[src/rtl/vgpr_wr_port_arbiter_if.sv]
// VGPR write-port arbitration bundle: requesters drive req/lock/stall,
// the arbiter returns the registered one-hot select, grant and owner.
interface vgpr_wr_port_arbiter_if;
  logic [7:0]  req;
  logic [7:0]  req_lock;
  logic        wr_stall;
  logic [15:0] wr_port_select;
  logic [7:0]  grant;
  logic [2:0]  owner_id;
  logic        arb_busy;

  modport master (
    output req, req_lock, wr_stall,
    input  wr_port_select, grant, owner_id, arb_busy
  );

  modport slave (
    input  req, req_lock, wr_stall,
    output wr_port_select, grant, owner_id, arb_busy
  );
endinterface

[src/rtl/vgpr_wr_port_arbiter.sv]
// Round-robin arbiter for the shared VGPR write port with short locked bursts
// and stall hold; select/grant are registered, one write per cycle at most.
module vgpr_wr_port_arbiter #(
  parameter int NUM_PORTS = 8,
  parameter int MAX_LOCK  = 4
) (
  input  logic                  clk,
  input  logic                  rst_n,
  vgpr_wr_port_arbiter_if.slave wp
);

  typedef enum logic [1:0] {
    S_IDLE  = 2'd0,
    S_OWN   = 2'd1,
    S_STALL = 2'd2
  } state_t;

  localparam logic [3:0] LOCK_MAX  = 4'(MAX_LOCK);
  localparam logic [3:0] NPORTS    = 4'(NUM_PORTS);
  localparam logic [2:0] LAST_PORT = 3'(NUM_PORTS - 1);

  state_t      r_state, w_state_nxt;
  logic [15:0] r_sel, w_sel_nxt;
  logic [2:0]  r_owner, w_owner_nxt;
  logic [2:0]  r_ptr, w_ptr_nxt;
  logic [3:0]  r_lock_cnt, w_lock_cnt_nxt;

  logic [7:0]  w_elig;
  logic        w_forced;
  logic        w_owner_lock;
  logic        w_owner_keep;
  logic        w_rr_hit;
  logic [2:0]  w_rr_idx;
  logic [3:0]  w_cand;

  function automatic logic [15:0] f_onehot(input logic [2:0] idx);
    return 16'd1 << idx;
  endfunction

  function automatic logic [2:0] f_next_ptr(input logic [2:0] idx);
    return (idx == LAST_PORT) ? 3'd0 : idx + 3'd1;
  endfunction

  // Owner that used up its burst sits out exactly one selection.
  assign w_forced     = (r_state != S_IDLE) && (r_lock_cnt >= LOCK_MAX);
  assign w_owner_lock = wp.req[r_owner] & wp.req_lock[r_owner];
  assign w_owner_keep = w_owner_lock && (r_lock_cnt < LOCK_MAX);

  for (genvar i = 0; i < 8; i++) begin : g_elig
    if (i < NUM_PORTS) begin : g_on
      // A port granted this cycle competes again only if it asked to keep the port.
      assign w_elig[i] = wp.req[i]
                       & ~(r_sel[i] & ~wp.req_lock[i])
                       & ~(w_forced && (r_owner == 3'(i)));
    end else begin : g_off
      assign w_elig[i] = 1'b0;
    end
  end

  // Walk backwards from the far end so the last hit is the first one after r_ptr.
  always_comb begin
    w_rr_hit = 1'b0;
    w_rr_idx = '0;
    w_cand   = '0;
    for (int k = NUM_PORTS - 1; k >= 0; k--) begin
      w_cand = {1'b0, r_ptr} + 4'(k);
      if (w_cand >= NPORTS) w_cand = w_cand - NPORTS;
      if (w_elig[w_cand[2:0]]) begin
        w_rr_hit = 1'b1;
        w_rr_idx = w_cand[2:0];
      end
    end
  end

  always_comb begin
    w_state_nxt    = r_state;
    w_sel_nxt      = '0;
    w_owner_nxt    = r_owner;
    w_ptr_nxt      = r_ptr;
    w_lock_cnt_nxt = r_lock_cnt;
    case (r_state)
      S_IDLE: begin
        if (!wp.wr_stall && w_rr_hit) begin
          w_state_nxt    = S_OWN;
          w_sel_nxt      = f_onehot(w_rr_idx);
          w_owner_nxt    = w_rr_idx;
          w_ptr_nxt      = f_next_ptr(w_rr_idx);
          w_lock_cnt_nxt = 4'd1;
        end
      end
      S_OWN, S_STALL: begin
        if (wp.wr_stall) begin
          w_state_nxt = S_STALL;
        end else if (w_owner_keep) begin
          w_state_nxt    = S_OWN;
          w_sel_nxt      = f_onehot(r_owner);
          w_lock_cnt_nxt = r_lock_cnt + 4'd1;
        end else if (w_rr_hit) begin
          w_state_nxt    = S_OWN;
          w_sel_nxt      = f_onehot(w_rr_idx);
          w_owner_nxt    = w_rr_idx;
          w_ptr_nxt      = f_next_ptr(w_rr_idx);
          w_lock_cnt_nxt = 4'd1;
        end else if (w_forced && w_owner_lock) begin
          // Nobody else wanted the port: the released owner starts a fresh burst.
          w_state_nxt    = S_OWN;
          w_sel_nxt      = f_onehot(r_owner);
          w_ptr_nxt      = f_next_ptr(r_owner);
          w_lock_cnt_nxt = 4'd1;
        end else begin
          w_state_nxt    = S_IDLE;
          w_lock_cnt_nxt = 4'd0;
        end
      end
      default: begin
        w_state_nxt    = S_IDLE;
        w_lock_cnt_nxt = 4'd0;
      end
    endcase
  end

  always_ff @(posedge clk or negedge rst_n) begin
    if (!rst_n) begin
      r_state    <= S_IDLE;
      r_sel      <= '0;
      r_owner    <= '0;
      r_ptr      <= '0;
      r_lock_cnt <= '0;
    end else begin
      r_state    <= w_state_nxt;
      r_sel      <= w_sel_nxt;
      r_owner    <= w_owner_nxt;
      r_ptr      <= w_ptr_nxt;
      r_lock_cnt <= w_lock_cnt_nxt;
    end
  end

  assign wp.wr_port_select = r_sel;
  assign wp.grant          = r_sel[7:0];
  assign wp.owner_id       = r_owner;
  assign wp.arb_busy       = (r_state != S_IDLE);

  a_sel_onehot: assert property (@(posedge clk) disable iff (!rst_n) $onehot0(r_sel));
  a_sel_hi_zero: assert property (@(posedge clk) disable iff (!rst_n) r_sel[15:8] == 8'h00);

endmodule

[src/flat_wrapper.sv]
// flat-port wrapper written by rule: the top's interface ports become plain ports
module vgpr_wr_port_arbiter_flat 
#(
  parameter int NUM_PORTS = 8,
  parameter int MAX_LOCK  = 4
)
  (clk, rst_n, wp_req, wp_req_lock, wp_wr_stall, wp_wr_port_select, wp_grant, wp_owner_id, wp_arb_busy);
  vgpr_wr_port_arbiter_if wp_i ();
  input  logic clk;
  input  logic rst_n;
  input wire logic [$bits(wp_i.req)-1:0] wp_req;
  input wire logic [$bits(wp_i.req_lock)-1:0] wp_req_lock;
  input wire logic [$bits(wp_i.wr_stall)-1:0] wp_wr_stall;
  output wire logic [$bits(wp_i.wr_port_select)-1:0] wp_wr_port_select;
  output wire logic [$bits(wp_i.grant)-1:0] wp_grant;
  output wire logic [$bits(wp_i.owner_id)-1:0] wp_owner_id;
  output wire logic [$bits(wp_i.arb_busy)-1:0] wp_arb_busy;
  assign wp_i.req = wp_req;
  assign wp_i.req_lock = wp_req_lock;
  assign wp_i.wr_stall = wp_wr_stall;
  assign wp_wr_port_select = wp_i.wr_port_select;
  assign wp_grant = wp_i.grant;
  assign wp_owner_id = wp_i.owner_id;
  assign wp_arb_busy = wp_i.arb_busy;
  vgpr_wr_port_arbiter #(.NUM_PORTS(NUM_PORTS), .MAX_LOCK(MAX_LOCK)) u_core (.clk(clk), .rst_n(rst_n), .wp(wp_i));
endmodule
[config.mk]
export PLATFORM = sky130hd
export DESIGN_NAME = vgpr_wr_port_arbiter_flat
export DESIGN_NICKNAME = d
export VERILOG_FILES = /design/src/rtl/vgpr_wr_port_arbiter_if.sv /design/src/rtl/vgpr_wr_port_arbiter.sv /design/src/flat_wrapper.sv
export SDC_FILE = /design/constraint.sdc
export NUM_CORES = 1
export LEC_CHECK = 0
export ABC_AREA = 0
export BUFFER_PORTS_ARGS = -buffer_cell sky130_fd_sc_hd__buf_2
export CORE_MARGIN = 8
export CORE_UTILIZATION = 25
export CTS_CLUSTER_DIAMETER = 100
export CTS_CLUSTER_SIZE = 14
export DETAILED_ROUTE_END_ITERATION = 6
export HOLD_SLACK_MARGIN = 0.12
export PLACE_DENSITY_LB_ADDON = 0.25
export SYNTH_ARGS = -nofsm -noshare
export SYNTH_HDL_FRONTEND = slang
export SYNTH_SLANG_ARGS = --single-unit
[constraint.sdc]
create_clock -name clk -period 10.5 [get_ports clk]
set_input_delay 1.05 -clock clk [delete_from_list [all_inputs] [get_ports clk]]
set_output_delay 1.05 -clock clk [all_outputs]
set_load 0.1 [all_outputs]
==> After elaboration in Yosys (flattened, before gate mapping) <==
Index checks and enable logic that the tools add are counted.
{ "classes": {"eq_ne": 15, "n_addsub": 18, "bitwise": 49, "reduce_logical": 21, "n_mux": 75, "shifts": 2, "n_lt_le_gt_ge": 19} }
{ "ops": {"columns": ["operator", "n"], "rows": [
  ["3-bit two-way mux", 27],
  ["16-bit two-way mux", 5],
  ["3-bit by 4-bit < comparator with 1-bit output (second input constant)", 9],
  ["16-bit case mux with 2 select lines", 1],
  ["1-bit by 3-bit << shifter with 16-bit output (first input constant)", 2],
  ["1-bit binary-select mux with 3-bit select", 10],
  ["4-bit >= comparator (second input constant)", 7],
  ["1-bit AND", 25],
  ["1-bit inverter", 24],
  ["3-bit by 1-bit subtractor with 3-bit output (second input constant)", 8],
  ["1-bit two-way mux", 20],
  ["3-bit by 3-bit adder with 4-bit output (second input constant)", 4],
  ["4-bit two-way mux", 4],
  ["3-bit == test (second input constant)", 5],
  ["1-bit logical AND", 12],
  ["3-bit case mux with 2 select lines", 2],
  ["5-bit AND reduction", 2],
  ["3-bit by 2-bit adder with 4-bit output (second input constant)", 2],
  ["2-bit two-way mux", 4],
  ["4-bit case mux with 2 select lines", 1],
  ["3-bit by 1-bit adder with 3-bit output (second input constant)", 2],
  ["3-bit by 2-bit == test with 1-bit output (second input constant)", 2],
  ["3-bit by 1-bit adder with 4-bit output (second input constant)", 1],
  ["4-bit by 1-bit adder with 4-bit output (second input constant)", 1],
  ["16 further kinds", 19]
]} }
{ "word_totals": {"elab_cells": 204, "out_inout_bits": 28, "input_bits": 19, "reg_bits": 28} }

==> Depth between registers and ports, before layout <==
{ "logic_depth": {"ltp_word": 21, "ltp_mapped": 16, "ltp_nobuf": 15} }

==> Least setup slack after synthesis <==
OpenSTA, ideal clock, no wires.
{ "synth_path": {"path_kind": "reg2reg", "start": "register u_core.r_owner[0], in the netlist u_core.wp.owner_id[0]", "end": "register u_core.r_ptr[2]", "setup_ns": 0.128, "t_required_ns": 10.372, "synth_period_minus_slack_ns": 4.305, "stages_incl_launch_ff": 17, "setup_slack_ns": 6.195, "t_arrival_ns": 4.178, "n_path_buf": 1, "cell_sequence": "dfrtp_1 -> clkbuf_1 -> inv_1 -> ha_1 -> inv_1 -> o311ai_4 -> mux4_2 -> mux2_2 -> o211a_1 -> o31ai_2 -> a21oi_2 -> nor3_1 -> ha_1 -> ha_1 -> o21ai_0 -> o21ai_0 -> mux2_1"} }
{ "synth_via": {"elab_chain_cells": 20, "word_cells_on_any_way": 87, "classes_between": "add/sub (2); eq/ne (11); mux (44); bitwise (17); reduce/logical (13)"} }
{ "synth_lines": {"columns": ["element", "line_no", "text"], "rows": [
  ["start: declaration", "vgpr_wr_port_arbiter.sv:24", "logic [2:0] r_owner, w_owner_nxt;"],
  ["start signal: assignment", "vgpr_wr_port_arbiter.sv:132", "r_owner <= w_owner_nxt;"],
  ["3-bit by 1-bit == test with 1-bit output (tied with other cells)", "vgpr_wr_port_arbiter.sv:54", "& ~(w_forced && (r_owner == 3'(i)));"],
  ["1-bit logical AND", "vgpr_wr_port_arbiter.sv:54", null],
  ["1-bit inverter", "vgpr_wr_port_arbiter.sv:54", null],
  ["1-bit AND", "vgpr_wr_port_arbiter.sv:54", null],
  ["1-bit binary-select mux with 3-bit select", "vgpr_wr_port_arbiter.sv:68", "if (w_elig[w_cand[2:0]]) begin"],
  ["1-bit two-way mux (not written as such)", "vgpr_wr_port_arbiter.sv:68", null],
  ["3-bit two-way mux (8 in a row)", "vgpr_wr_port_arbiter.sv:68", null],
  ["3-bit by 1-bit adder with 3-bit output / 3-bit == test (equally long branches)", "vgpr_wr_port_arbiter.sv:41", "return (idx == LAST_PORT) ? 3'd0 : idx + 3'd1;"],
  ["3-bit two-way mux", "vgpr_wr_port_arbiter.sv:41", null],
  ["3-bit two-way mux", "vgpr_wr_port_arbiter.sv:98", "end else if (w_rr_hit) begin"],
  ["3-bit two-way mux", "vgpr_wr_port_arbiter.sv:94", "end else if (w_owner_keep) begin"],
  ["3-bit two-way mux", "vgpr_wr_port_arbiter.sv:92", "if (wp.wr_stall) begin"],
  ["3-bit case mux with 2 select lines", "vgpr_wr_port_arbiter.sv:81", "case (r_state)"],
  ["end signal: assignment", "vgpr_wr_port_arbiter.sv:133", "r_ptr <= w_ptr_nxt;"],
  ["end: declaration", "vgpr_wr_port_arbiter.sv:25", "logic [2:0] r_ptr, w_ptr_nxt;"]
]} }
Several ways; a longest one is shown, not always the timed one. The select of a mux whose other input is x is not followed.
A chain may end at the register's enable or synchronous reset.

==> Worst setup path after layout <==
{ "layout_path": {"start": "register u_core.r_ptr[0]", "end": "register u_core.r_ptr[2]"} }
{ "layout_via": {"elab_chain_cells": 19, "word_cells_on_any_way": 75, "classes_between": "add/sub (16); order compare (8); eq/ne (3); mux (46); reduce/logical (2)"} }
{ "layout_lines": {"columns": ["element", "line_no", "text"], "rows": [
  ["3-bit by 3-bit adder with 4-bit output", "vgpr_wr_port_arbiter.sv:66", "w_cand = {1'b0, r_ptr} + 4'(k);"],
  ["4-bit >= comparator / 3-bit by 1-bit subtractor with 3-bit output (equally long branches)", "vgpr_wr_port_arbiter.sv:67", "if (w_cand >= NPORTS) w_cand = w_cand - NPORTS;"],
  ["3-bit two-way mux", "vgpr_wr_port_arbiter.sv:67", null],
  ["1-bit binary-select mux with 3-bit select", "vgpr_wr_port_arbiter.sv:68", null],
  ["1-bit two-way mux (not written as such)", "vgpr_wr_port_arbiter.sv:68", null],
  ["3-bit two-way mux (8 in a row)", "vgpr_wr_port_arbiter.sv:68", null],
  ["3-bit by 1-bit adder with 3-bit output / 3-bit == test (equally long branches)", "vgpr_wr_port_arbiter.sv:41", null],
  ["3-bit two-way mux", "vgpr_wr_port_arbiter.sv:41", null],
  ["3-bit two-way mux", "vgpr_wr_port_arbiter.sv:98", null],
  ["3-bit two-way mux", "vgpr_wr_port_arbiter.sv:94", null],
  ["3-bit two-way mux", "vgpr_wr_port_arbiter.sv:92", null],
  ["3-bit case mux with 2 select lines", "vgpr_wr_port_arbiter.sv:81", null]
]} }
Several ways; a longest one is shown, not always the timed one. The select of a mux whose other input is x is not followed.

==> impl.org <==
** Final layout
- Commonest cells after routing, fill and taps aside :: sky130_fd_sc_hd__buf_2, sky130_fd_sc_hd__nand2_1, sky130_fd_sc_hd__inv_1
- The repair_antennas step left the layout with diodes totalling 0.
- Layout-stage area growth over the synthesis result :: 9.52%
- Fill cells :: 1105
- Layout cell share with drive strength beyond 1 :: 0.257
- Layout Cells excl Fill :: 455
- After the last flow step, the layout net total stands at 355.
- The library cell used most frequently in the layout, excluding fill and tap cells, is sky130_fd_sc_hd__buf_2.

** Detailed routing
- The detail route stage leaves a number of antenna-violating nets equal to 0.
- Before antenna repair, the detailed router went through 4 iterations.
- Summing over every cut layer, the via total after detailed routing is 2415.
- After detailed routing, the total wire length is 7.88 mm.
- After detailed routing, the number of vias per cell comes to 5.31.
- The detailed router used layers up to and including met4.
- Wire segments on met3 add up to 594 um in the final route.
- DRC Markers :: 0
- After detailed routing, the met2 layer carries 3.44 mm of wire.
- Dividing the detail-routed wire length by the instance count gives 17.3 um.
- In this run, the number of DRC markers left after iteration 0 of detailed routing was 112.
- Met1 Routed Length :: 3.72 mm

** Hold path
- The tightest min-delay check is of the flip-flop to flip-flop type.
- Hold wc startpoint :: u_core.r_lock_cnt[1]$_DFFE_PN0P_
- The path with the worst hold slack has its endpoint at u_core.r_lock_cnt[1]$_DFFE_PN0P_.
- Along the worst hold path, the cell count comes to 2.

** Floorplan
- Width of the die :: 119 um
- The initial utilization of the core area, before any placement, comes to 0.257.
- After floorplanning, the core was sized to cover 10300 um^2.
- The die covers 14200 um^2.
- Rows :: 37
- 47 I/O pins were placed.
- Vertical die dimension :: 119 um

** Logic synthesis
- For this run, the register share of the synthesized area comes to 0.189.
- Yosys synthesis warning count :: 0
- Cell area after synthesis :: 2660 um^2
- In this run, synthesis produced a sequential element count of 20.
- The cell count after synthesis came out at 300.
- Proportion of register bits with asynchronous set or reset after synthesis :: 1.00
- Dominant register cell in the synthesized netlist :: sky130_fd_sc_hd__dfrtp_1
- Yosys mapped a number of flops with a built-in enable equal to 0.
- Post-synth cell types :: 68
- Average instance area after synthesis :: 8.85 um^2

** Timing
- The final count of hold timing violations was 0.
- Headroom to the max-slew limit came out at 0.402.
- Setup Skew :: 0.00962 ns
- The routed design could run at a clock period as short as 4.51 ns.
- Setup repair after global routing left no endpoint under its margin.
- Setup violations remaining at the end of the flow were counted as 0.
- Aggregate negative setup slack :: 0 ns
- Based on the critical path, the design can be clocked at up to 0.222 GHz.
- Hold timing on the final database bottoms out at a slack of 0.535 ns.
- The final number of max-transition violations is 0.
- Actual transition at the worst max-transition pin :: 0.896 ns
- In the finished design, the share of the clock period the worst path needs comes to 0.430.

** Global route
- Largest net degree at the start of global routing :: 22
- Initial antenna violation count :: 0
- Vias in the first global route :: 2234
- Across every metal layer, demand over resource in global routing totals 0.105.
- Congestion Overflow GR :: 0
- The first global-routing pass estimated 12.4 mm of wire.

** Setup path
- STA classifies the critical path startpoint as a flip-flop.
- STA puts the critical path data required time at 10.65 ns.
- Critical Path End Type :: flip-flop
- Most frequent cell on the critical path :: sky130_fd_sc_hd__ha_1
- Together, buffers and inverters on the worst path number 1.
- Total stage count of the critical path :: 13
- The largest individual stage delay along the critical path comes from the cell sky130_fd_sc_hd__dfrtp_1.
- The critical path starts at u_core.r_ptr[0]$_DFFE_PN0P_.
- Critical path's largest stage delay :: 0.94 ns
- The critical path is of the flip-flop to flip-flop type.
- In this design, the largest share of critical-path delay is due to adder cells.
- Crit Reg-Reg Endpoint :: u_core.r_ptr[2]$_DFFE_PN0P_
- The startpoint identified for the worst register-to-register timing path is u_core.r_ptr[0]$_DFFE_PN0P_.
- CP max FO :: 21
- Worst R2R Path Depth :: 13
- The signal on the critical path passes through inv_2 > ha_1 > mux4_2 > mux2_2 > o211a_1 > o31ai_2 > nor3_1 > nor3_1 > ha_1 > ha_1 > o21ai_0 > o21ai_0 > mux2_1.
- Worst endpoint data arrival time :: 4.66 ns
- Across all register-to-register paths, the minimum setup slack is 5.99 ns.

** CTS
- After clock tree synthesis, the repair step resized 0 gates.
- Buffers inserted during post-CTS setup optimization :: 0
- CTS hold repair buffers :: 0
- Count of H-tree levels built during CTS :: 1
- After clock tree synthesis, the clock-pin slew on the worst setup and hold paths is 0.09 ns.
- The clock passes through at most 2 buffers.
- The clock reaches the later pin of the worst-skew pair after 0.27 ns.
- The cell sitting at the root of the clock tree is a sky130_fd_sc_hd__clkbuf_8.
- TritonCTS built the clock tree.
- Clock sink total :: 20
- CTS Buf Count :: 3

** Job
- The tool flagged a number of max-cap violations equal to 0.

** Place
- The number of placed instances, taps included, is 451.
- The wire-length estimate of the detail-placed layout is 6.21 mm.
- Number of buffer cells added on primary ports :: 38
- RePlAce Congestion :: 0.850

** Status
- Status :: finished, final reports clean
-- worst min-delay path: stages (launching register included) --
cell	delay, ns
sky130_fd_sc_hd__dfrtp_1	0.39
sky130_fd_sc_hd__inv_1	0.06
sky130_fd_sc_hd__mux2i_1	0.05
-- per-stage QoR --
stage	utilization	area, um^2	setup WS (ns)
after floorplan	-	2680	6.19
after global placement	0.276	2850	6.10
after detailed placement	0.276	2850	6.02
after CTS	0.282	2910	6.00
after global routing	0.282	2910	5.66
final	0.282	2910	5.99
-- final cells by class --
class / instances / area, um^2 / share of cell area
Tap cell: 136 / 170 / 0.0585
Clock buffer: 4 / 55.1 / 0.0189
Sequential cell: 20 / 500 / 0.172
Multi-Input combinational cell: 231 / 1890 / 0.651
Timing Repair Buffer: 38 / 190 / 0.0654
Inverter: 26 / 97.6 / 0.0336
-- cell families after synthesis --
| logic type | count (synthesis) | share of synthesized area |
|---|---|---|
| muxes | 33 | 0.174 |
| and+or+nand+nor | 83 | 0.155 |
| xor gates and xnor gates | 3 | 0.00990 |
| AOI/OAI and AO/OA | 88 | 0.288 |
| DFF | 20 | 0.189 |
| other | 1 | 0.00141 |
| buffers and inverters | 56 | 0.108 |
| adders and majority gates | 16 | 0.0754 |
-- how the worst max path moves through the flow --
stage,endpoint,slack (ns)
floorplan,u_core.r_ptr[2]$_DFFE_PN0P_,6.19
global placement,u_core.r_ptr[2]$_DFFE_PN0P_,6.10
detailed placement,u_core.r_ptr[2]$_DFFE_PN0P_,6.02
CTS,u_core.r_ptr[2]$_DFFE_PN0P_,6.00
global route,u_core.r_ptr[2]$_DFFE_PN0P_,5.66
finish,u_core.r_ptr[2]$_DFFE_PN0P_,5.99
-- layer usage --
metal	track usage	vias up
met1	0.147	1166
li1	-	1138
met5	0	-
met3	0.0227	10
met4	0.0292	0
met2	0.159	101
-- synthesized netlist by cell type, types with 3 or more instances --
cell / n / area (um^2)
sky130_fd_sc_hd__clkbuf_1: 7 / 26.3
sky130_fd_sc_hd__mux2i_1: 13 / 130
sky130_fd_sc_hd__a22oi_1: 3 / 22.5
sky130_fd_sc_hd__o311ai_4: 3 / 78.8
sky130_fd_sc_hd__mux2_2: 8 / 90.1
sky130_fd_sc_hd__a31oi_1: 6 / 37.5
sky130_fd_sc_hd__o221ai_1: 4 / 35.0
sky130_fd_sc_hd__nor2_1: 17 / 63.8
sky130_fd_sc_hd__o221ai_2: 4 / 60.1
sky130_fd_sc_hd__mux4_2: 9 / 203
sky130_fd_sc_hd__buf_4: 17 / 128
sky130_fd_sc_hd__nand3_1: 10 / 50.1
sky130_fd_sc_hd__dfrtp_1: 20 / 500
sky130_fd_sc_hd__nand2b_1: 7 / 43.8
sky130_fd_sc_hd__nor3_1: 6 / 30.0
sky130_fd_sc_hd__ha_1: 16 / 200
sky130_fd_sc_hd__a22o_1: 3 / 26.3
sky130_fd_sc_hd__inv_1: 22 / 82.6
sky130_fd_sc_hd__o211ai_1: 4 / 30.0
sky130_fd_sc_hd__o21ai_0: 16 / 80.1
sky130_fd_sc_hd__o22ai_1: 6 / 37.5
sky130_fd_sc_hd__o311ai_0: 3 / 26.3
sky130_fd_sc_hd__a21o_1: 3 / 22.5
sky130_fd_sc_hd__a21oi_1: 6 / 30.0
sky130_fd_sc_hd__o21a_1: 4 / 30.0
sky130_fd_sc_hd__nand2_1: 25 / 93.8
sky130_fd_sc_hd__buf_2: 4 / 20.0
-- flip-flops by register name (all words and copies together) (netlist names) --
register	cells
u_core.r_lock_cnt	4
u_core.r_ptr	3
u_core.r_state	2
u_core.wp.wr_port_select	8
u_core.wp.owner_id	3
Power is left out: the tool's default activity adds up to more than one toggle a clock period on the data nets, which glitch-free logic cannot reach.
